**src/rtl/axicb_pkg.sv**
```systemverilog
// Shared types and helpers for the AXI crossbar write-path arbitration.
// No logic of its own; consumed by the arbiter and its round-robin core.
// No flow control here; callers own all handshaking.
package axicb_pkg;

    // Largest master count the crossbar slave port supports
    localparam int MST_NB_MAX = 8;

    // Write-lock FSM encoding
    typedef enum logic {
        IDLE   = 1'b0,
        ACTIVE = 1'b1
    } arb_state_t;

    // Only 4- and 8-master slave ports exist in the crossbar
    function automatic bit mst_nb_legal(input int n);
        return (n == 4) || (n == 8);
    endfunction

    // Index of the set bit in a one-hot vector; all-zero input yields 0
    function automatic logic [2:0] onehot2idx(input logic [MST_NB_MAX-1:0] oh);
        logic [2:0] idx;
        idx = '0;
        for (int i = 0; i < MST_NB_MAX; i++) begin
            if (oh[i]) idx |= 3'(i);
        end
        return idx;
    endfunction

endpackage

```
**src/rtl/axicb_round_robin_core.sv**
```systemverilog
// Round-robin picker: one-hot grant among req, rotating priority past the last winner.
// Grant is combinational from req and the mask; the mask updates one cycle after en.
// No backpressure: the caller decides when a grant is taken by pulsing en.
module axicb_round_robin_core #(
    parameter int REQ_NB = 4
) (
    input  logic              aclk,
    input  logic              aresetn,
    input  logic              srst,
    input  logic              en,
    input  logic [REQ_NB-1:0] req,
    output logic [REQ_NB-1:0] grant
);

    localparam logic [REQ_NB-1:0] ONE = 1;

    logic [REQ_NB-1:0] mask;
    logic [REQ_NB-1:0] masked;
    logic [REQ_NB-1:0] pick_src;
    logic [REQ_NB-1:0] nxt_mask;

    // Prefer requesters above the last winner; wrap to the lowest requester otherwise
    always_comb begin
        masked   = req & mask;
        pick_src = (|masked) ? masked : req;
        grant    = pick_src & (~pick_src + ONE);
        // Keep only masters strictly above the winner; the top winner reopens everyone
        nxt_mask = grant[REQ_NB-1] ? '1 : ~((grant << 1) - ONE);
    end

    // Advance the priority mask whenever a grant is actually taken
    always_ff @(posedge aclk or negedge aresetn) begin
        if (!aresetn) begin
            mask <= '1;
        end else if (srst) begin
            mask <= '1;
        end else if (en && (|req)) begin
            mask <= nxt_mask;
        end
    end

endmodule

```
**src/rtl/axicb_wr_arbiter.sv**
```systemverilog
// Write-path arbiter: locks one master onto the slave AW/W channels for a full write.
// Grant registered one cycle after req_awvalid; back-to-back grants with no bubble.
// Holds the lock until both AW and the wlast beat have handshaken; others wait on valid.
module axicb_wr_arbiter
    import axicb_pkg::*;
#(
    parameter int MST_NB = 4
) (
    input  logic              aclk,
    input  logic              aresetn,
    input  logic              srst,
    input  logic [MST_NB-1:0] req_awvalid,
    input  logic [MST_NB-1:0] req_wvalid,
    input  logic [MST_NB-1:0] req_wlast,
    input  logic              slv_awready,
    input  logic              slv_wready,
    output logic [MST_NB-1:0] grant,
    output logic              busy,
    output logic              aw_open,
    output logic              w_open
);

    localparam int IDX_W = $clog2(MST_NB);

    if (!mst_nb_legal(MST_NB)) begin : g_bad_mst_nb
        $error("axicb_wr_arbiter: MST_NB must be 4 or 8");
    end

    arb_state_t              state;
    logic                    aw_done;
    logic                    w_done;
    logic [MST_NB-1:0]       core_grant;
    logic [MST_NB_MAX-1:0]   grant_ext;
    logic [IDX_W-1:0]        g_idx;
    logic                    aw_hs;
    logic                    w_hs;
    logic                    complete;
    logic                    others;
    logic                    load;

    axicb_round_robin_core #(
        .REQ_NB (MST_NB)
    ) u_rr (
        .aclk    (aclk),
        .aresetn (aresetn),
        .srst    (srst),
        .en      (load),
        .req     (req_awvalid),
        .grant   (core_grant)
    );

    // Select the owner's channel signals and detect handshakes and completion
    always_comb begin
        grant_ext             = '0;
        grant_ext[MST_NB-1:0] = grant;
        g_idx    = IDX_W'(onehot2idx(grant_ext));
        aw_open  = busy & ~aw_done;
        w_open   = busy & ~w_done;
        aw_hs    = aw_open & req_awvalid[g_idx] & slv_awready;
        w_hs     = w_open & req_wvalid[g_idx] & req_wlast[g_idx] & slv_wready;
        complete = busy & (aw_done | aw_hs) & (w_done | w_hs);
        // The owner's awvalid in its own AW handshake cycle is being consumed, not a new request
        others   = |(req_awvalid & ~(aw_hs ? grant : '0));
        load     = (state == IDLE) ? (|req_awvalid) : (complete & others);
    end

    // Lock FSM: grant on request, hold until both halves of the write are done
    always_ff @(posedge aclk or negedge aresetn) begin
        if (!aresetn) begin
            state   <= IDLE;
            grant   <= '0;
            busy    <= 1'b0;
            aw_done <= 1'b0;
            w_done  <= 1'b0;
        end else if (srst) begin
            state   <= IDLE;
            grant   <= '0;
            busy    <= 1'b0;
            aw_done <= 1'b0;
            w_done  <= 1'b0;
        end else begin
            case (state)
                IDLE: begin
                    if (|req_awvalid) begin
                        state   <= ACTIVE;
                        grant   <= core_grant;
                        busy    <= 1'b1;
                        aw_done <= 1'b0;
                        w_done  <= 1'b0;
                    end
                end
                ACTIVE: begin
                    if (complete) begin
                        aw_done <= 1'b0;
                        w_done  <= 1'b0;
                        if (others) begin
                            grant <= core_grant;
                        end else begin
                            state <= IDLE;
                            grant <= '0;
                            busy  <= 1'b0;
                        end
                    end else begin
                        if (aw_hs) aw_done <= 1'b1;
                        if (w_hs)  w_done  <= 1'b1;
                    end
                end
                default: begin
                    state <= IDLE;
                end
            endcase
        end
    end

endmodule
```
**config.mk**
```make
export PLATFORM = sky130hd
export DESIGN_NAME = axicb_wr_arbiter
export DESIGN_NICKNAME = d
export VERILOG_FILES = /design/src/rtl/axicb_pkg.sv /design/src/rtl/axicb_round_robin_core.sv /design/src/rtl/axicb_wr_arbiter.sv
export SDC_FILE = /design/constraint.sdc
export NUM_CORES = 1
export LEC_CHECK = 0
export ABC_AREA = 0
export CORE_MARGIN = 5
export CORE_UTILIZATION = 44
export CTS_CLUSTER_SIZE = 25
export DETAILED_ROUTE_END_ITERATION = 12
export PLACE_DENSITY = 0.74
export SYNTH_ARGS = -nofsm -noshare
export SYNTH_HDL_FRONTEND = slang
export SYNTH_HIERARCHICAL = 1
export SYNTH_SLANG_ARGS = --single-unit
```
**constraint.sdc**
```tcl
create_clock -name aclk -period 1.9 [get_ports aclk]
set_input_delay 0.38 -clock aclk [delete_from_list [all_inputs] [get_ports aclk]]
set_output_delay 0.38 -clock aclk [all_outputs]
set_load 0.005 [all_outputs]
```
==> results.sh, run 1 <==
export IMPL_use_met1_pct=22.2
export IMPL_crit_path_start_kind="register"
export IMPL_drive_above_1_share_pct=39.6
export IMPL_syn2layout_area_growth_pct=66.7
export IMPL_clock_sinks=12
export IMPL_swShare_pct=31.2
export IMPL_synth_area_leader_cell="dfrtp_1"
export IMPL_tightest_slew_ns=0.568
export IMPL_hold_buffers=0
export IMPL_relSlewSlack_pct=62.0
export IMPL_path_clk_slew_ns=0.08
export IMPL_drv_cap=0
export IMPL_avgSynthCellArea_um2=9.04
export IMPL_seq_area_frac_synth_pct=31.3
export IMPL_grt_ovfl_total=0
export IMPL_p_sw_mw=0.251
export IMPL_max_clock_freq_ghz=0.482
export IMPL_cts_tree="done"
export IMPL_clock_power_share_pct=26.3
export IMPL_drc=0
export IMPL_cts_buffer_depth=2
export IMPL_ys_top_cells_by_area="dfrtp_1 (21%), dfstp_2 (11%), mux2i_1 (5.1%), nor2b_1 (5.1%), o21ai_0 (5.1%)"
export IMPL_h_tree_depth=1
export IMPL_r2r_start="grant[3]"
export IMPL_rows=17
export IMPL_total_power_mw=0.803
export IMPL_root_buffer="clkbuf_4"
export IMPL_grt_pass1_vias=1062
export IMPL_vdd_drop_max_mv=0.402
export IMPL_wl_um=3280
export IMPL_power_leakage_nw=0.691
export IMPL_final_util_pct=75.0
export IMPL_vias_per_cell=5.91
export IMPL_violations="negative setup slack"
export IMPL_fin_area_um2=1630
export IMPL_synthDistinctLibCells=43
export IMPL_io_pins=24
export IMPL_pwr_share_comb_pct=36.7
export IMPL_vias=1165
export IMPL_regToRegSetupSlack_ns=-0.17
export IMPL_portBuffers=23
export IMPL_grt_busiest_layer="met2"
export IMPL_place_area_um2=1450
export IMPL_n_antenna_cell=0
export IMPL_use_met3_pct=4.52
export IMPL_rsz0062_at_grt="yes"
export IMPL_crit_start="grant[3]"
export IMPL_status="finished, violations left"
export IMPL_postRouteAntennaNets=0
export IMPL_postSynthCellCount=108
export IMPL_skew_ns=0.00448
export IMPL_power_density_nw_per_um2=494
export IMPL_die_y_um=57.1
export IMPL_nNetsFinal=187
export IMPL_internal_power_mw=0.552
export IMPL_arrival_ns=2.29
export IMPL_cp_max_fo=7
export IMPL_fin_ws_ns=-0.173
export IMPL_post_drt_wl_per_cell_um=16.7
export IMPL_dieArea_um2=3260
export IMPL_drtIter0Drc=56
export IMPL_dr_pass1_iters=5
export IMPL_place_congestion=0.809
export IMPL_yosysTopAreaCellShare_pct=20.5
export IMPL_hold_viol_final=0
export IMPL_hpwl_um=2250
export IMPL_grt_pass1_wl_um=4760
export IMPL_path_class="reg -> reg"
export IMPL_fin_tns_setup_ns=-0.579
export IMPL_grt_max_degree=14
export IMPL_setup_viol=9
export IMPL_ys_ff_latch=12
export IMPL_hp_class="in -> async"
export IMPL_syn_area_um2=976
export IMPL_start_util_pct=45.0
export IMPL_grt_total_usage_pct=18.6
export IMPL_pwr_share_seq_pct=37.0
export IMPL_fp_dieW_um=57.1
export IMPL_met2_usage_pct=31.8
export IMPL_coreArea_um2=2170
export IMPL_final_period_utilization_pct=109
export IMPL_antenna_found_initial=0
export IMPL_crit_path_end_kind="register"
export IMPL_clock_latency_ns=0.28
export IMPL_cts_inserted_buffers=3
export IMPL_holdWs_ns=0.455
export IMPL_report_final_slew_viol_count=0
export IMPL_finalCriticalPeriod_ns=2.07
export IMPL_syn_nets=125
export IMPL_required_ns=2.11
export IMPL_yosysWarningCount=6
-- stage by stage --
step / cells / setup WS [ns]
2_1_floorplan: 108 / -0.0515
3_3_place_gp: 184 / -0.492
3_5_place_dp: 184 / -0.628
4_1_cts: 192 / -0.158
5_1_grt: 197 / -0.297
6_report: 197 / -0.173
-- final timing paths --
kind | to | cells after the start
worst max register to register | u_rr/mask[1] | 9
worst max-delay path | u_rr/mask[1] | 9
worst min register to register | grant[0] | 2
max in group asynchronous | grant[1] | 1
worst min-delay path | grant[0] | 1
min in group aclk | grant[0] | 2
-- layer usage --
layer	routed length, µm	vias to the layer above
met3	250	20
met4	132	0
met2	1590	73
met1	1310	529
li1	-	543
met5	0	-
-- worst max-delay path: stages, from the launching register on --
cell      delay, ns
dfrtp_2        0.45
buf_4          0.16
o21bai_1       0.07
a41o_1         0.27
o211ai_1       0.17
nor2_4         0.09
o41ai_4        0.34
o41ai_2        0.18
nor3_1         0.20
a21oi_1        0.08
-- cell type report --
type,instances,area [µm²]
Tap cell,28,35.0
Timing Repair Buffer,60,513
Fill cell,159,543
Clock buffer,4,36.3
Inverter,10,37.5
Multi-Input combinational cell,83,696
Sequential cell,12,309
-- flip-flops by register name, summed over array words and instances (netlist names) --
name / flops
grant: 4
u_rr/mask: 4
aw_done: 1
busy: 1
state: 1
w_done: 1
-- cells in the mapped netlist (all sizes together) --
cell     number
nor2          9
nand2         2
o21bai        1
nand3b        2
a22oi         1
o32a          1
a22o          1
o21a          1
buf           3
a222oi        1
nand3         1
o31ai         1
o21ai        12
or3           1
nor3          5
inv          10
a311oi        1
a41o          1
nand4bb       1
a221oi        2
o22ai         1
a21boi        1
a2111oi       1
o2111ai       1
dfrtp         8
a31o          1
o211ai        2
a41oi         1
a21oi         9
nor2b         8
o41ai         2
a211oi        2
o2111a        1
a31oi         1
mux2i         5
dfstp         4
o41a          1
nor4          2
-- kinds of logic (layout without fill, tap and decap cells) --
logic type | count (synthesis) | in the layout | synth area share [%]
AO/OA/AOI/OAI | 47 | 47 | 39.0
AND/OR/NAND/NOR | 31 | 31 | 17.3
multiplexers | 5 | 5 | 5.13
buffers and inverters | 13 | 74 | 7.31
flip-flops | 12 | 12 | 31.3
-- power by group through the flow --
stage	Combinational [mW]	Clock, mW	Sequential [mW]
2_1_floorplan	0.120	0	0.294
4_1_cts	0.266	0.215	0.295
6_report	0.295	0.211	0.297
5_1_grt	0.315	0.232	0.301
3_5_place_dp	0.257	0	0.301
3_3_place_gp	0.249	0	0.300
-- cell usage in the layout (no fill, tap or decap), types with 5 or more instances in the layout --
master and n:
a21oi_1 8, buf_4 34, clkdlybuf4s50_1 18, dfrtp_1 5, dlygate4sd2_1 5, inv_1 10, nor2_1 7, nor2b_1 8
o21ai_0 8
-- repair_timing --
item	in CTS	in global routing
pin swaps	6	9
endpoints found under the setup margin	12	11
buffers inserted	5	5
gates resized for setup	13	11
Power figures use the tool's default switching activity.
==> inputs of run 2 (changes only) <==
Settings changed: REMOVE_ABC_BUFFERS set to 1.
==> results.sh, run 2 (synthesis gave the netlist of run 1 again) <==
export IMPL_die_y_um=57.1
export IMPL_vias=1122
export IMPL_crit_start="grant[1]"
export IMPL_n_antenna_cell=0
export IMPL_syn2layout_area_growth_pct=60.6
export IMPL_total_power_mw=0.786
export IMPL_required_ns=2.10
export IMPL_regToRegSetupSlack_ns=-0.15
export IMPL_max_stage_delay_ns=0.46
export IMPL_post_drt_wl_per_cell_um=15.6
export IMPL_crit_path_start_kind="register"
export IMPL_rows=17
export IMPL_critPathSlowestCell="dfrtp_2"
export IMPL_critPathMostFrequentCell="buf_4"
export IMPL_rsz0062_at_grt="yes"
export IMPL_dp_cells=189
export IMPL_portBuffers=23
export IMPL_hpwl_um=2330
export IMPL_antenna_found_initial=0
export IMPL_power_density_nw_per_um2=502
export IMPL_cts_buffer_depth=2
export IMPL_wl_um=3060
export IMPL_tightest_slew_ns=0.582
export IMPL_fillCellCount=172
export IMPL_vdd_drop_max_mv=0.426
export IMPL_reg2regPathDepth=9
export IMPL_path_class="reg -> reg"
export IMPL_cts_tree="done"
export IMPL_hold_buffers=0
export IMPL_hold_viol_final=0
export IMPL_grt_max_degree=13
export IMPL_reg_top3="grant (4), u_rr/mask (4)"
export IMPL_vias_per_cell=5.72
export IMPL_finalCriticalPeriod_ns=2.05
export IMPL_h_tree_depth=1
export IMPL_cp_max_fo=5
export IMPL_final_cell_mix="buf_4 (34), clkdlybuf4s50_1 (17), inv_1 (10)"
export IMPL_drv_cap=0
export IMPL_relSlewSlack_pct=61.1
export IMPL_r2r_start="grant[1]"
export IMPL_holdWs_ns=0.472
export IMPL_dieArea_um2=3260
export IMPL_power_leakage_nw=0.677
export IMPL_fin_ws_ns=-0.149
export IMPL_skew_ns=0.00244
export IMPL_cp_top_family="compound AO/OA/AOI/OAI gates"
export IMPL_start_util_pct=45.0
export IMPL_fin_area_um2=1570
export IMPL_io_pins=24
export IMPL_layout_cells_non_filler=196
export IMPL_report_final_slew_viol_count=0
export IMPL_r2r_end="u_rr/mask[3]"
export IMPL_grt_pass1_vias=1153
export IMPL_clock_latency_ns=0.27
export IMPL_dr_pass1_iters=5
export IMPL_fp_dieW_um=57.1
export IMPL_clock_sinks=12
export IMPL_drive_above_1_share_pct=37.5
export IMPL_place_area_um2=1460
export IMPL_setup_viol=5
export IMPL_path_cells="buf_6 -> o211ai_1 -> a21oi_1 -> buf_4 -> a311oi_4 -> o41ai_2 -> buf_4 -> o41a_1 -> or3_1"
export IMPL_max_clock_freq_ghz=0.488
export IMPL_final_period_utilization_pct=108
export IMPL_coreArea_um2=2170
export IMPL_place_congestion=0.907
export IMPL_violations="negative setup slack"
export IMPL_final_common_cell="buf_4"
export IMPL_drc=0
export IMPL_arrival_ns=2.25
export IMPL_grt_total_usage_pct=19.1
export IMPL_cts_inserted_buffers=3
export IMPL_worst_path_buf_inv=3
export IMPL_hp_class="in -> async"
export IMPL_drtIter0Drc=37
export IMPL_nNetsFinal=186
export IMPL_root_buffer="clkbuf_4"
export IMPL_postRouteAntennaNets=0
export IMPL_path_clk_slew_ns=0.09
export IMPL_crit_path_end_kind="register"
export IMPL_grt_pass1_wl_um=5040
export IMPL_status="finished, violations left"
export IMPL_grt_ovfl_total=0
-- run 2: area by class of cell --
| cell class | instances | area [µm²] | area share [%] |
|---|---|---|---|
| clock buffers | 4 | 36.3 | 2.31 |
| multi-input cells | 83 | 649 | 41.4 |
| inverters | 10 | 37.5 | 2.39 |
| repair buffers | 59 | 500 | 31.9 |
| flip-flops and latches | 12 | 309 | 19.7 |
| well taps | 28 | 35.0 | 2.23 |
-- run 2: per-layer routing --
layer | track usage, % | part of all wire, % | up-vias
li1 | - | - | 539
met1 | 21.1 | 42 | 538
met2 | 36.2 | 51 | 41
met3 | 4.07 | 5.6 | 4
met4 | 5.63 | 1.1 | 0
met5 | 0 | 0 | -
-- run 2: how the worst max path moves through the flow --
stage	endpoint	slack [ns]	cells past startpoint
finish	u_rr/mask[3]	-0.15	9
global route	u_rr/mask[3]	-0.26	8
CTS	u_rr/mask[3]	-0.13	9
detailed placement	u_rr/mask[3]	-0.71	9
global placement	u_rr/mask[3]	-0.60	9
floorplan	u_rr/mask[2]	-0.22	8
-- run 2: power by group --
group          total (mW)  internal, mW  switching [mW]
registers           0.295         0.275          0.0207
clock network       0.211         0.116          0.0951
logic               0.280         0.155           0.125
-- run 2: stage by stage --
| stage | setup slack, ns | util (%) | TNS (ns) |
|---|---|---|---|
| after detailed placement | -0.713 | 67.1 | -5.47 |
| after CTS | -0.135 | 70.8 | -0.324 |
| after floorplan | -0.218 | - | -0.723 |
| after global routing | -0.257 | 72.3 | -1.45 |
| after global placement | -0.602 | 67.1 | -4.70 |
| final | -0.149 | 72.3 | -0.395 |
-- run 2: timing repair --
item / in CTS / in global routing
endpoints found under the hold margin: 0 / 0
endpoints found under the setup margin: 12 / 13
resized for setup: 17 / 6
setup buffers: 2 / 1
cloned: 0 / 0
pin swaps: 11 / 3
